==> config.mk <==
export PLATFORM = sky130hd
export DESIGN_NAME = edp_mul_seq
export DESIGN_NICKNAME = d
export VERILOG_FILES = /design/src/rtl/ebox_pkg.sv /design/src/rtl/booth_dec.sv /design/src/rtl/edp_mul_seq.sv
export SDC_FILE = /design/constraint.sdc
export NUM_CORES = 1
export LEC_CHECK = 0
export BUFFER_PORTS_ARGS = -buffer_cell sky130_fd_sc_hd__buf_2
export CAP_MARGIN = 5
export CORE_MARGIN = 3
export CORE_UTILIZATION = 47
export DETAILED_ROUTE_END_ITERATION = 10
export PLACE_DENSITY = 0.9
export SLEW_MARGIN = 40
export SYNTH_ARGS = -nofsm -noshare
export SYNTH_HDL_FRONTEND = slang
export SYNTH_SLANG_ARGS = --single-unit
==> constraint.sdc <==
create_clock -name eboxClk -period 3.6 [get_ports eboxClk]
set_input_delay 0.72 -clock eboxClk [delete_from_list [all_inputs] [get_ports eboxClk]]
set_output_delay 0.72 -clock eboxClk [all_outputs]
set_load 0.01 [all_outputs]
==> src/rtl/ebox_pkg.sv <==
// ebox_pkg: constants and types shared by the EBOX data path sequencers.
//   AD function codes, ADA/ADB/ARL select codes, USR (MQ shift register)
//   function codes, MQM select codes and the multiply sequencer state enum.
package ebox_pkg;

    // AD function codes
    localparam logic [6:0] AD_A   = 7'o37;  // pass A
    localparam logic [6:0] AD_APB = 7'o06;  // A plus B
    localparam logic [6:0] AD_AMB = 7'o51;  // A minus B

    // ADA control: bit 0 enable, bits 1:2 select (00 = AR)
    localparam logic [3:0] ADA_AR = 4'b1000;

    // ADB select codes
    localparam logic [2:0] ADB_NONE = 3'b000;
    localparam logic [2:0] ADB_BR   = 3'b010;

    // AR left/right mux selects
    localparam logic [2:0] ARL_AD   = 3'b000;  // straight AD
    localparam logic [2:0] ARL_SHRT = 3'b111;  // AD arithmetically shifted right one place

    // USR functions for the MQ shift register
    localparam logic [1:0] USR_LOAD = 2'b00;
    localparam logic [1:0] USR_SHL  = 2'b01;
    localparam logic [1:0] USR_SHR  = 2'b10;
    localparam logic [1:0] USR_HOLD = 2'b11;

    // MQM select: AD bit 35 shifted into MQ
    localparam logic [1:0] MQM_ADSH = 2'b00;

    typedef enum logic [1:0] {
        MUL_IDLE = 2'd0,
        MUL_CLR  = 2'd1,
        MUL_STEP = 2'd2,
        MUL_DONE = 2'd3
    } mulState_t;

endpackage

==> src/rtl/booth_dec.sv <==
// booth_dec: radix-2 Booth recoder. Maps the pair {mq35, prev} (current
// multiplier LSB and the bit shifted out on the previous step) to the AD
// function code for one iteration. Purely combinational.
//   mq35    - current multiplier LSB
//   prev    - Booth history bit
//   ad_code - AD function: A, A+B or A-B
module booth_dec
    import ebox_pkg::*;
(
    input  logic       mq35,
    input  logic       prev,
    output logic [6:0] ad_code
);

    always_comb begin
        ad_code = AD_A;
        case ({mq35, prev})
            2'b10:   ad_code = AD_AMB;  // start of a run of ones
            2'b01:   ad_code = AD_APB;  // end of a run of ones
            default: ad_code = AD_A;
        endcase
    end

endmodule

==> src/rtl/edp_mul_seq.sv <==
// edp_mul_seq: multiply step sequencer for the EBOX data path.
// On start, drives the EDP control fields through one signed Booth radix-2
// multiply of MQ (multiplier) by BR (multiplicand); the product is left in
// AR (high word) and MQ (low word). While idle, drives no-op field values.
// Ports:
//   eboxClk, reset       - clock and synchronous active-high reset
//   start, abort         - request / abandon an operation
//   MQ35                 - current multiplier LSB from the EDP
//   busy, done           - status; done is a one-cycle pulse
//   CRAM_AD/ADA/ADB      - adder function and operand selects
//   CTL_AR*              - AR mux selects, load and clear strobes
//   CTL_MQ_SEL/MQM_*     - MQ shift function and shift-in select
//   stepCount            - remaining iterations (diagnostic)
module edp_mul_seq
    import ebox_pkg::*;
#(
    parameter int STEPS = 36,
    parameter int CW    = 6
) (
    input  logic          eboxClk,
    input  logic          reset,
    input  logic          start,
    input  logic          abort,
    input  logic          MQ35,
    output logic          busy,
    output logic          done,
    output logic [0:6]    CRAM_AD,
    output logic [0:3]    CRAM_ADA,
    output logic [0:2]    CRAM_ADB,
    output logic [0:2]    CTL_ARL_SEL,
    output logic [0:2]    CTL_ARR_SEL,
    output logic          CTL_AR00to08load,
    output logic          CTL_AR09to17load,
    output logic          CTL_ARRload,
    output logic          CTL_AR00to11clr,
    output logic          CTL_AR12to17clr,
    output logic          CTL_ARRclr,
    output logic [0:1]    CTL_MQ_SEL,
    output logic [0:1]    CTL_MQM_SEL,
    output logic          CTL_MQM_EN,
    output logic [CW-1:0] stepCount
);

    mulState_t     state_reg;
    mulState_t     state_next;
    logic          prev_reg;
    logic [CW-1:0] count_reg;
    // State flags registered from the next state so the control fields
    // come straight off flops with a single mux level behind them.
    logic          busy_reg;
    logic          done_reg;
    logic          clr_reg;
    logic          step_reg;
    logic [6:0]    booth_ad;

    booth_dec u_booth_dec (
        .mq35    (MQ35),
        .prev    (prev_reg),
        .ad_code (booth_ad)
    );

    always_comb begin
        state_next = state_reg;
        case (state_reg)
            MUL_IDLE: if (start) state_next = MUL_CLR;
            MUL_CLR:  state_next = MUL_STEP;
            MUL_STEP: if (count_reg == CW'(1)) state_next = MUL_DONE;
            MUL_DONE: state_next = MUL_IDLE;
            default:  state_next = MUL_IDLE;
        endcase
        // abort is meaningless in IDLE, so a coincident start still wins there
        if (abort && (state_reg != MUL_IDLE)) state_next = MUL_IDLE;
    end

    always_ff @(posedge eboxClk) begin
        if (reset) begin
            state_reg <= MUL_IDLE;
            prev_reg  <= 1'b0;
            count_reg <= '0;
            busy_reg  <= 1'b0;
            done_reg  <= 1'b0;
            clr_reg   <= 1'b0;
            step_reg  <= 1'b0;
        end else begin
            state_reg <= state_next;
            busy_reg  <= (state_next != MUL_IDLE);
            done_reg  <= (state_next == MUL_DONE);
            clr_reg   <= (state_next == MUL_CLR);
            step_reg  <= (state_next == MUL_STEP);
            if (state_reg == MUL_CLR) begin
                prev_reg  <= 1'b0;
                count_reg <= CW'(STEPS);
            end else if (state_reg == MUL_STEP) begin
                prev_reg  <= MQ35;
                count_reg <= count_reg - CW'(1);
            end
        end
    end

    // MQ35 reaches CRAM_AD combinationally: the Booth pair must reflect the
    // multiplier bit sitting in MQ during the current step.
    assign CRAM_AD          = step_reg ? booth_ad : AD_A;
    assign CRAM_ADA         = ADA_AR;
    assign CRAM_ADB         = step_reg ? ADB_BR : ADB_NONE;
    assign CTL_ARL_SEL      = step_reg ? ARL_SHRT : ARL_AD;
    assign CTL_ARR_SEL      = step_reg ? ARL_SHRT : ARL_AD;
    assign CTL_AR00to08load = step_reg;
    assign CTL_AR09to17load = step_reg;
    assign CTL_ARRload      = step_reg;
    assign CTL_AR00to11clr  = clr_reg;
    assign CTL_AR12to17clr  = clr_reg;
    assign CTL_ARRclr       = clr_reg;
    assign CTL_MQ_SEL       = step_reg ? USR_SHR : USR_HOLD;
    assign CTL_MQM_SEL      = MQM_ADSH;
    assign CTL_MQM_EN       = step_reg;
    assign busy             = busy_reg;
    assign done             = done_reg;
    assign stepCount        = count_reg;

endmodule

## After elaboration in Yosys (flattened, before gate mapping)

Cells that the tools add are included.
W data, S select, Z words.

| operators by class | value |
|---|---|
| add/sub/neg operators | 1 |
| equality and inequality tests | 9 |
| multiplexer cells | 11 |
| reduce and logical (&&, ||, !) cells | 6 |

Operators with widths:

| cell | count |
|---|---|
| $mux W6 | 2 |
| $pmux W6 S2 | 1 |
| $eq A2 B2 Y1 const B | 5 |
| $mux W2 | 4 |
| $pmux W2 S4 | 1 |
| $mux W7 | 1 |
| $eq A2 B1 Y1 const B | 3 |
| $eq A6 B1 Y1 const B | 1 |
| $reduce_bool A2 Y1 | 3 |
| $sub A6 B1 Y6 const B | 1 |
| $mux W3 | 1 |
| $logic_not A2 Y1 | 1 |
| $reduce_or A2 Y1 | 1 |
| $logic_and A1 B1 Y1 | 1 |
| $mux W1 | 1 |

| word-level totals | value |
|---|---|
| bits in registers | 13 |
| output and inout bits | 39 |
| word-level logic and storage cells | 35 |

## Longest topological paths before layout

Gate-level depths: netlist of run 1.

| depth | value |
|---|---|
| depth after elaboration | 5 |
| mapped depth | 6 |
| gate-level depth less buffers | 5 |

## By module

A second synthesis of run 1 with hierarchy kept.

| second synthesis, totals | value |
|---|---|
| cells, all modules | 106 |
| area, all modules | 898.4 µm² |

By module, submodules not included:

| module | instances | cells each | area an instance (µm²) | sequential area each (µm²) |
|---|---|---|---|---|
| edp_mul_seq | 1 | 95 | 819.5 | 260.2 |
| booth_dec | 1 | 11 | 78.8 | 0.0 |

## Least setup slack after synthesis of run 1

No wires, ideal clock.

| path | value |
|---|---|
| path kind | in2out |
| from | input MQ35 |
| to | output CRAM_AD[4] (netlist bit) |
| arrival | 1299 ps |
| path slack | 1581 ps |
| stages on the path | 4 |
| buffers on the path | 1 |
| cell sequence | ha_1 -> and2_1 -> inv_1 -> buf_4 |

| between the ends | value |
|---|---|
| cells in the longest elaborated chain, start to end | 3 |

Ends and longest elaborated chain:

| element | line | text |
|---|---|---|
| start: declaration | edp_mul_seq.sv:24 | `input logic MQ35,` |
| $eq A2 B1 Y1 / $eq A2 B2 Y1 (equally long branches) | booth_dec.sv:17 | `case ({mq35, prev})` |
| $pmux W6 S2 (*) | booth_dec.sv:17 |  |
| $mux W7 (*) | edp_mul_seq.sv:102 | `assign CRAM_AD = step_reg ? booth_ad : AD_A;` |
| end: declaration | edp_mul_seq.sv:27 | `output logic [0:6] CRAM_AD,` |

Mark *: on every way between the ends. The rest lies on a longest branch, timed or not.

## Final worst setup path of run 1

| path | value |
|---|---|
| from | input MQ35 |
| to | output CRAM_AD[2] (netlist bit) |

The elaborated chain is that of the path after synthesis.

==> results of run 1 <==
worst min path at each step:
stage          cells past startpoint            to
2_1_floorplan                      2      prev_reg
3_3_place_gp                       2  stepCount[1]
3_5_place_dp                       2  stepCount[5]
4_1_cts                            2  stepCount[5]
5_1_grt                            2  stepCount[5]
6_report                           2  stepCount[5]
synthesized netlist by cell type (all sizes together):
master	n
o32ai	1
buf	25
nor4b	2
and3b	2
nor4	2
a2111oi	1
xnor2	3
a221oi	1
mux2i	1
nand2	1
dfxtp	13
and4bb	1
clkbuf	1
ha	7
nor2	3
nor3	4
o211ai	1
and2	1
conb	2
nand2b	1
nor3b	3
inv	12
o21ai	5
nor2b	2
a21oi	2
o21a	1
per-stage QoR:
step	setup WS (ns)	instance area, µm²
after floorplan	1.581	922.1
after global placement	1.477	923.4
after detailed placement	1.481	923.4
after CTS	1.469	949.7
after global routing	1.423	949.7
final	1.472	949.7
power by group:
group | leakage, µW | total [µW] | internal (µW) | switching, µW
Combinational | 0.000338 | 57.2 | 23.1 | 34.1
Clock | 0.0000150 | 87.1 | 42.9 | 44.2
Sequential | 0.000106 | 156 | 150 | 5.50
kinds of logic (layout without fill, tap and decap cells):
logic type | count (synthesis) | in the layout | synth area share (%)
buf+inv | 38 | 49 | 26.93
simple gates | 22 | 22 | 18.65
flops | 13 | 13 | 29.17
compound gates | 12 | 12 | 10.52
fa+ha+maj | 7 | 7 | 9.817
xor+xnor | 3 | 3 | 2.946
other cells | 2 | 10 | 0.8418
mux | 1 | 1 | 1.122
worst min-delay path, cell delays in order (launching register included):
cell,delay [ns]
dfxtp_1,0.33
o211ai_1,0.08
o32ai_1,0.09
layout by cell type (no fill, tap or decap):
master | Yosys | layout
buf_2 | 0 | 33
dfxtp_1 | 13 | 13
inv_1 | 12 | 12
conb_1 | 2 | 10
ha_1 | 7 | 7
nor3_1 | 4 | 4
o21ai_0 | 4 | 4
xnor2_1 | 3 | 3
nor2_1 | 3 | 3
clkbuf_4 | 0 | 3
nor4b_2 | 2 | 2
and3b_1 | 2 | 2
nor3b_1 | 2 | 2
a21oi_1 | 2 | 2
nor2b_1 | 2 | 2
nand2b_1 | 1 | 1
and2_1 | 1 | 1
nand2_1 | 1 | 1
a2111oi_0 | 1 | 1
mux2i_1 | 1 | 1
and4bb_2 | 1 | 1
nor4_1 | 1 | 1
nor3b_2 | 1 | 1
o211ai_1 | 1 | 1
o32ai_1 | 1 | 1
o21a_1 | 1 | 1
a221oi_4 | 1 | 1
o21ai_1 | 1 | 1
nor4_2 | 1 | 1
clkbuf_1 | 1 | 1
metal layers:
metal	wire (µm)	part of all wire [%]
met3	164	11
met5	0	0
met4	36	2.4
met1	669	44
met2	643	42
area by class of cell:
| cell class | count | area [µm²] |
|---|---|---|
| Clock buffer | 4 | 26.28 |
| Fill cell | 177 | 814.5 |
| Inverter | 12 | 45.04 |
| Multi-Input combinational cell | 55 | 421.7 |
| Sequential cell | 13 | 260.3 |
| Tap cell | 25 | 31.28 |
| Timing Repair Buffer | 33 | 165.2 |
==> out/qor.yml, run 1 <==
run_status:
  status: "complete, no violations"
clock_network:
  root_buffer: "clkbuf_4"
  cts-hold-fix-buffers: 0
  cts_tree: "yes"
  clock_path_buffers: 2
  clk_latency_ns: 0.27
  cts.sinks: 13
  htree_levels: 1
  cts_made_buffers: 3
  post_cts_buffers: 0
  cts_resized: 0
  path_clk_slew_ns: 0.07
worst_setup_path:
  crit_end: "CRAM_AD[2]"
  worstPathArrival_ns: 1.41
  crit_top_cell: "buf_2"
  slowest_delay_ns: 0.27
  cp_slowest_cell: "ha_1"
  cp.depth: 5
  path_delay_family: "buffers and inverters"
  reg2reg_to: "stepCount[5]"
  path_buf_inv: 3
  crit_path_end_kind: "primary output"
  criticalPathCategory: "in -> out"
  path_cells: "buf_2, inv_1, ha_1, nand2b_1, buf_2"
  worstReg2RegStart: "state_reg[0]"
  start_kind: "primary input"
  worstPathRequired_ns: 2.88
  critPathMaxFanout: 3
  rr_worst_depth: 5
  startpoint: "MQ35"
  reg2reg_slack_ns: 1.96
layout:
  largest_register_ffs: 6
  final_nets: 130
  drive_gt1_share_pct: 35.90
  synthToLayoutAreaGrowth_pct: 6.452
  utilization_pct: 53.83
  layoutNonFillerInstCount: 142
  antenna_cells: 0
routing:
  firstDrtPassIters: 4
  drt_wl_total_um: 1514
  first_iter_violations: 15
  drc: 0
  vias: 656
  avgViaCountPerCell: 4.620
  wl_per_cell_um: 10.66
  detail-route-antenna-nets: 0
flow_run:
  cap_viol_max_count: 0
floorplan:
  die-area_um2: 2457
  die-width_um: 49.57
  die-height_um: 49.57
  num_rows: 15
  start_util_pct: 50.57
  pin_count: 44
  core_area_um2: 1764
synthesis:
  syn_inst: 98
  synth_area_per_cell_um2: 9.103
  synth_area_um2: 892.1
  yosys_warnings: 0
  yosysTopAreaCellShare_pct: 29.17
  synthTopCellsByArea: "dfxtp_1 (29%), buf_4 (20%), ha_1 (9.8%)"
  synthDistinctLibCells: 30
  seq_area_frac_synth_pct: 29.17
  synth_seq_cells: 13
  yosys.area.top_type: "dfxtp_1"
sta:
  skew_ns: 0.004406
  fin_tns_setup_ns: 0
  hold_viol_final: 0
  fin_crit_ns: 2.128
  setup_viol: 0
  hold_slack_ns: 0.5517
  rsz0062_at_grt: "no"
  fmax_mhz: 469.8
  fin_crit_sh_pct: 59.12
  slew_viol_final: 0
worst_hold_path:
  hp-class: "reg -> reg"
  min_from: "stepCount[5]"
power:
  powerDensity_nw_per_um2: 315.8
  leakagePower_uw: 0.0004587
  power_uw: 299.9
  ir_worst_vdd_mv: 0.2713
global_routing:
  grt_max_degree: 16
  overflow: 0
  grt_pass1_vias: 536
  grtUsageMet3_pct: 4.230
  antenna_found_initial: 0
  use_met1_pct: 16.54
  grt_first_pass_wirelength_um: 2359
  top_usage_layer: "met2"
  grt_usage_pct: 12.59
  gr-usage-met2_pct: 17.18
placed_design:
  place_congestion: 0.7328
  portBuffers: 33
  dp_hpwl_um: 1206
  post-place-cells: 138
Power figures use the tool's default switching activity.
==> inputs of run 2 (changes only) <==
--- a/config.mk
+++ b/config.mk
@@ -8,9 +8,9 @@
 export BUFFER_PORTS_ARGS = -buffer_cell sky130_fd_sc_hd__buf_2
 export CAP_MARGIN = 5
 export CORE_MARGIN = 3
-export CORE_UTILIZATION = 47
+export CORE_UTILIZATION = 40
 export DETAILED_ROUTE_END_ITERATION = 10
-export PLACE_DENSITY = 0.9
+export PLACE_DENSITY = 0.82
 export SLEW_MARGIN = 40
 export SYNTH_ARGS = -nofsm -noshare
 export SYNTH_HDL_FRONTEND = slang
==> constraint.sdc (replaced) <==
create_clock -name eboxClk -period 1.7 [get_ports eboxClk]
set_input_delay 0.34 -clock eboxClk [delete_from_list [all_inputs] [get_ports eboxClk]]
set_output_delay 0.34 -clock eboxClk [all_outputs]
set_load 0.01 [all_outputs]
==> out/qor.yml, run 2 (synthesized netlist as in run 1, its figures left out) <==
floorplan:
  pin_count: 44  # unchanged
  start_util_pct: 43.69  # -6.9 points
  die-area_um2: 2833  # +15%
  num_rows: 16  # +1
  die-width_um: 53.23  # +7.4%
  core_area_um2: 2042  # +16%
  die-height_um: 53.23  # +7.4%
worst_setup_path:
  worstPathArrival_ns: 1.75  # +0.34 ns
  start_kind: "flop"
  crit_path_end_kind: "flop"
  slowest_delay_ns: 0.38  # +0.11 ns
  critPathMaxFanout: 11  # +8
  criticalPathCategory: "reg -> reg"
  worstPathRequired_ns: 1.89  # -0.99 ns
  path_cells: "inv_1, ha_1, nor3b_2, a221oi_4, nor4_2"
  cp_slowest_cell: "ha_1"
layout:
  layout.cells.most_common_list: "buf_2 (33), dfxtp_1 (13), inv_1 (12)"
  layoutNonFillerInstCount: 144  # +1.4%
  antenna_cells: 0  # unchanged
  regArea_um2: 260.3  # unchanged
  final_nets: 130  # unchanged
  synthToLayoutAreaGrowth_pct: 6.732
  nFillCells: 204  # +15%
  multi_input_area_um2: 421.7  # unchanged
  drive_gt1_share_pct: 35.90  # unchanged
  mostFrequentLayoutCell: "buf_2"
  largest_register_ffs: 6  # unchanged
power:
  leakagePower_uw: 0.0004587  # about the same
  ir_worst_vdd_mv: 0.3139  # +16%
  powerDensity_nw_per_um2: 676.8  # +110%
  power_uw: 644.4  # +110%
routing:
  wl_per_cell_um: 10.28  # -3.6%
  firstDrtPassIters: 4  # unchanged
  drc: 0  # unchanged
  vias: 656  # unchanged
  detail-route-antenna-nets: 0  # unchanged
  avgViaCountPerCell: 4.556  # -1.4%
  first_iter_violations: 15  # unchanged
  drt_wl_total_um: 1480  # -2.2%
worst_hold_path:
  hp-class: "in -> reg"
sta:
  fin_tns_setup_ns: 0  # unchanged
  fmax_mhz: 642.1
  slew_viol_final: 0  # unchanged
  fin_crit_ns: 1.557
  hold_slack_ns: 0.3258  # -0.2259 ns
  worst_slack_ns: 0.1426  # -1.329 ns
  rsz0062_at_grt: "no"
  skew_ns: 0.006742  # +0.002336 ns
  fin_crit_sh_pct: 91.61
  hold_viol_final: 0  # unchanged
  setup_viol: 0  # unchanged
placed_design:
  place_congestion: 0.8744  # +19%
  portBuffers: 33  # unchanged
  post-place-cells: 140  # +1.4%
  dp_slack_ns: 0.1439  # -1.337 ns
  dp_hpwl_um: 1204  # -0.21%
global_routing:
  overflow: 0  # unchanged
  grt_max_degree: 16  # unchanged
  grt_usage_pct: 10.93  # -1.7 points
  grt_first_pass_wirelength_um: 2256  # -4.4%
  grt_pass1_vias: 549  # +2.4%
  antenna_found_initial: 0  # unchanged
run_status:
  status: "complete, no violations"
clock_network:
  cts_made_buffers: 3  # unchanged
  htree_levels: 1  # unchanged
  clk_latency_ns: 0.28  # about the same
  root_buffer: "clkbuf_4"
  path_clk_slew_ns: 0.08  # about the same
  cts.sinks: 13  # unchanged
  cts_tree: "yes"
  cts-hold-fix-buffers: 0  # unchanged
  clock_path_buffers: 2  # unchanged
flow_run:
  cap_viol_max_count: 0  # unchanged
run 2: cell types whose count changed in the layout (fill, tap and decap cells not counted):
cell / before / now
o21ai_1: 1 / 2
o21ai_0: 4 / 3
run 2: what timing repair did:
action	CTS	global route
gates resized for setup	0	1
buffers inserted	0	0
hold endpoints to repair	0	0
setup endpoints to repair	0	2
run 2: worst paths after layout:
kind                     start         endpoint  slack, ns  depth (start not counted)
setup / recovery  state_reg[0]  CTL_AR00to11clr       0.14                          5
hold / removal           reset     stepCount[0]       0.33                          2
setup reg to reg  state_reg[0]  CTL_AR00to11clr       0.14                          5
hold reg to reg   stepCount[5]     stepCount[5]       0.54                          2
run 2: power by group:
part	internal [µW]	leakage, µW	switching (µW)
combinational	48.8	0.000338	72.1
sequential	318	0.000106	10.9
clock	91.1	0.0000150	104
run 2: critical path: cells and delay by family, from the launching register on:
family | cells | cell delay [ns]
compound gates | 1 | 0.12
fa+ha+maj | 1 | 0.38
simple gates | 2 | 0.55
flops | 1 | 0.33
buf+inv | 1 | 0.09
run 2: layout make-up:
class,count,share of cell area [%]
Multi-Input combinational cell,55,44.28
Sequential cell,13,27.33
Timing Repair Buffer,33,17.35
Inverter,12,4.731
Tap cell,27,3.548
Clock buffer,4,2.760
run 2: layer usage:
layer	track usage [%]	vias up	wire length (µm)	share of wire, %
li1	-	326	-	-
met1	12.56	282	597	40
met2	17.76	44	672	45
met3	1.690	4	184	12
met4	8.511	0	26	1.8
met5	0	-	0	0
run 2: through the flow:
| step | util, % | area, µm² |
|---|---|---|
| floorplan | - | 922.1 |
| global placement | 45.34 | 925.9 |
| global route | 46.63 | 952.2 |
| detailed placement | 45.34 | 925.9 |
| finish | 46.63 | 952.2 |
| CTS | 46.63 | 952.2 |
==> inputs of run 3 (changes only) <==
--- a/config.mk
+++ b/config.mk
@@ -5,12 +5,14 @@
 export SDC_FILE = /design/constraint.sdc
 export NUM_CORES = 1
 export LEC_CHECK = 0
+export ABC_CLOCK_PERIOD_IN_PS = 1700
 export BUFFER_PORTS_ARGS = -buffer_cell sky130_fd_sc_hd__buf_2
 export CAP_MARGIN = 5
+export CORE_ASPECT_RATIO = 1.5
 export CORE_MARGIN = 3
-export CORE_UTILIZATION = 40
+export CORE_UTILIZATION = 25
 export DETAILED_ROUTE_END_ITERATION = 10
-export PLACE_DENSITY = 0.82
+export PLACE_DENSITY = 0.59
 export SLEW_MARGIN = 40
 export SYNTH_ARGS = -nofsm -noshare
 export SYNTH_HDL_FRONTEND = slang
==> out/qor.yml, run 3 (synthesized netlist as in run 1, its figures left out) <==
sta:
  fin_crit_ns: 1.531  # -0.02636 ns
  rsz0062_at_grt: "no"
  hold_slack_ns: 0.3792  # +0.05337 ns
  slew_viol_final: 0  # unchanged
  skew_ns: 0.005927  # -0.0008159 ns
  hold_viol_final: 0  # unchanged
  fin_tns_setup_ns: 0  # unchanged
  fmax_mhz: 653.1  # +1.7%
  fin_crit_sh_pct: 90.06  # -1.6 points
  setup_viol: 0  # unchanged
global_routing:
  grt_max_degree: 16  # unchanged
  antenna_found_initial: 0  # unchanged
  grt_usage_pct: 7.990  # -2.9 points
  grt_pass1_vias: 629  # +15%
  grt_first_pass_wirelength_um: 2594  # +15%
  overflow: 0  # unchanged
routing:
  drc: 0  # unchanged
  vias: 701  # +6.9%
  firstDrtPassIters: 4  # unchanged
  avgViaCountPerCell: 4.409  # -3.2%
  drt_wl_total_um: 1718  # +16%
  wl_per_cell_um: 10.81  # +5.1%
  detail-route-antenna-nets: 0  # unchanged
  first_iter_violations: 11  # -4
floorplan:
  core_area_um2: 3416  # +67%
  die-width_um: 54.78  # +2.9%
  die-height_um: 79.16  # +49%
  start_util_pct: 26.12  # -18 points
  pin_count: 44  # unchanged
  die-area_um2: 4336  # +53%
  num_rows: 26  # +10
clock_network:
  htree_levels: 1  # unchanged
  cts-hold-fix-buffers: 0  # unchanged
  cts_tree: "yes"
  cts_made_buffers: 3  # unchanged
  root_buffer: "clkbuf_8"
  clk_latency_ns: 0.25  # -0.03 ns
  post_cts_buffers: 0  # unchanged
  cts.sinks: 13  # unchanged
  path_clk_slew_ns: 0.06  # -0.02 ns
  clock_path_buffers: 2  # unchanged
  cts_resized: 0  # unchanged
layout:
  largest_register_ffs: 6  # unchanged
  design_area_um2: 992.2  # +4.2%
  layout.cells.most_common_list: "buf_2 (33), dfxtp_1 (13), inv_1 (12)"
  synthToLayoutAreaGrowth_pct: 11.22
  drive_gt1_share_pct: 36.75  # +0.85 points
  antenna_cells: 0  # unchanged
  utilization_pct: 29.05  # -18 points
  nFillCells: 364  # +78%
  final_nets: 130  # unchanged
  mostFrequentLayoutCell: "buf_2"
power:
  clkPwrFrac_pct: 37.7  # +7.5 points
  pwr-share-seq_pct: 45.4  # -5.6 points
  ir_worst_vdd_mv: 0.2049  # -35%
  powerDensity_nw_per_um2: 733.5  # +8.4%
  switching_share_pct: 26.74  # -2.2 points
  power_switching_uw: 194.6  # +4.2%
  power_frac_comb_pct: 16.9  # -1.9 points
  cell_internal_pwr_uw: 533.2  # +16%
  leakagePower_uw: 0.0004649  # +1.4%
  power_uw: 727.8  # +13%
worst_setup_path:
  worstPathArrival_ns: 1.65  # -0.10 ns
  critPathMaxFanout: 6  # -5
  worstPathRequired_ns: 1.82  # -0.07 ns
  crit_path_end_kind: "flop"
  start_kind: "flop"
  criticalPathCategory: "reg -> reg"
placed_design:
  portBuffers: 33  # unchanged
  dp_hpwl_um: 1375  # +14%
  place_area_um2: 944.7  # +2.0%
  place_congestion: 0.7499  # -14%
run_status:
  status: "complete, no violations"
flow_run:
  cap_viol_max_count: 0  # unchanged
worst_hold_path:
  hp-class: "in -> reg"
run 3: cell counts in the layout (fill, tap and decap cells not counted):
Identical to the previous run, type by type.
run 3: worst paths after layout:
path                startpoint      endpoint  slack (ns)  cells past startpoint
setup / recovery  state_reg[0]          busy        0.17                      5
hold / removal           reset  stepCount[0]        0.38                      2
setup reg to reg  state_reg[0]          busy        0.17                      5
hold reg to reg       prev_reg      prev_reg        0.54                      2
run 3: routing by layer:
layer / GRT usage (%) / vias to the layer above / part of all wire [%]
met1: 8.372 / 325 / 40
met4: 4.489 / 0 / 2.4
met3: 1.876 / 5 / 12
met5: 0 / - / 0
li1: - / 326 / -
met2: 13.74 / 45 / 45
run 3: power by group through the flow:
stage | logic, µW | registers [µW] | clock network [µW]
detailed placement | 123 | 337 | 0
CTS | 123 | 330 | 283
global route | 135 | 332 | 292
floorplan | 108 | 340 | 0
global placement | 119 | 335 | 0
finish | 123 | 330 | 275
run 3: layout make-up:
cell class	count	area, µm²	area share [%]
Multi-Input combinational cell	55	424.2	42.75
Tap cell	42	52.55	5.296
Sequential cell	13	260.3	26.23
Clock buffer	4	45.04	4.540
Timing Repair Buffer	33	165.2	16.65
Inverter	12	45.04	4.540
run 3: metrics by stage:
step / setup WS, ns / instances
2_1_floorplan: 0.3063 / 106
3_3_place_gp: 0.1977 / 155
3_5_place_dp: 0.1531 / 155
4_1_cts: 0.1200 / 159
5_1_grt: 0.04048 / 159
6_report: 0.1689 / 159
run 3: worst max-delay path, stage by stage, from the launching register on:
cell and delay [ns]:
dfxtp_1 0.35, inv_1 0.08, ha_1 0.29, and3b_1 0.23, o21ai_0 0.35, o21ai_1 0.11
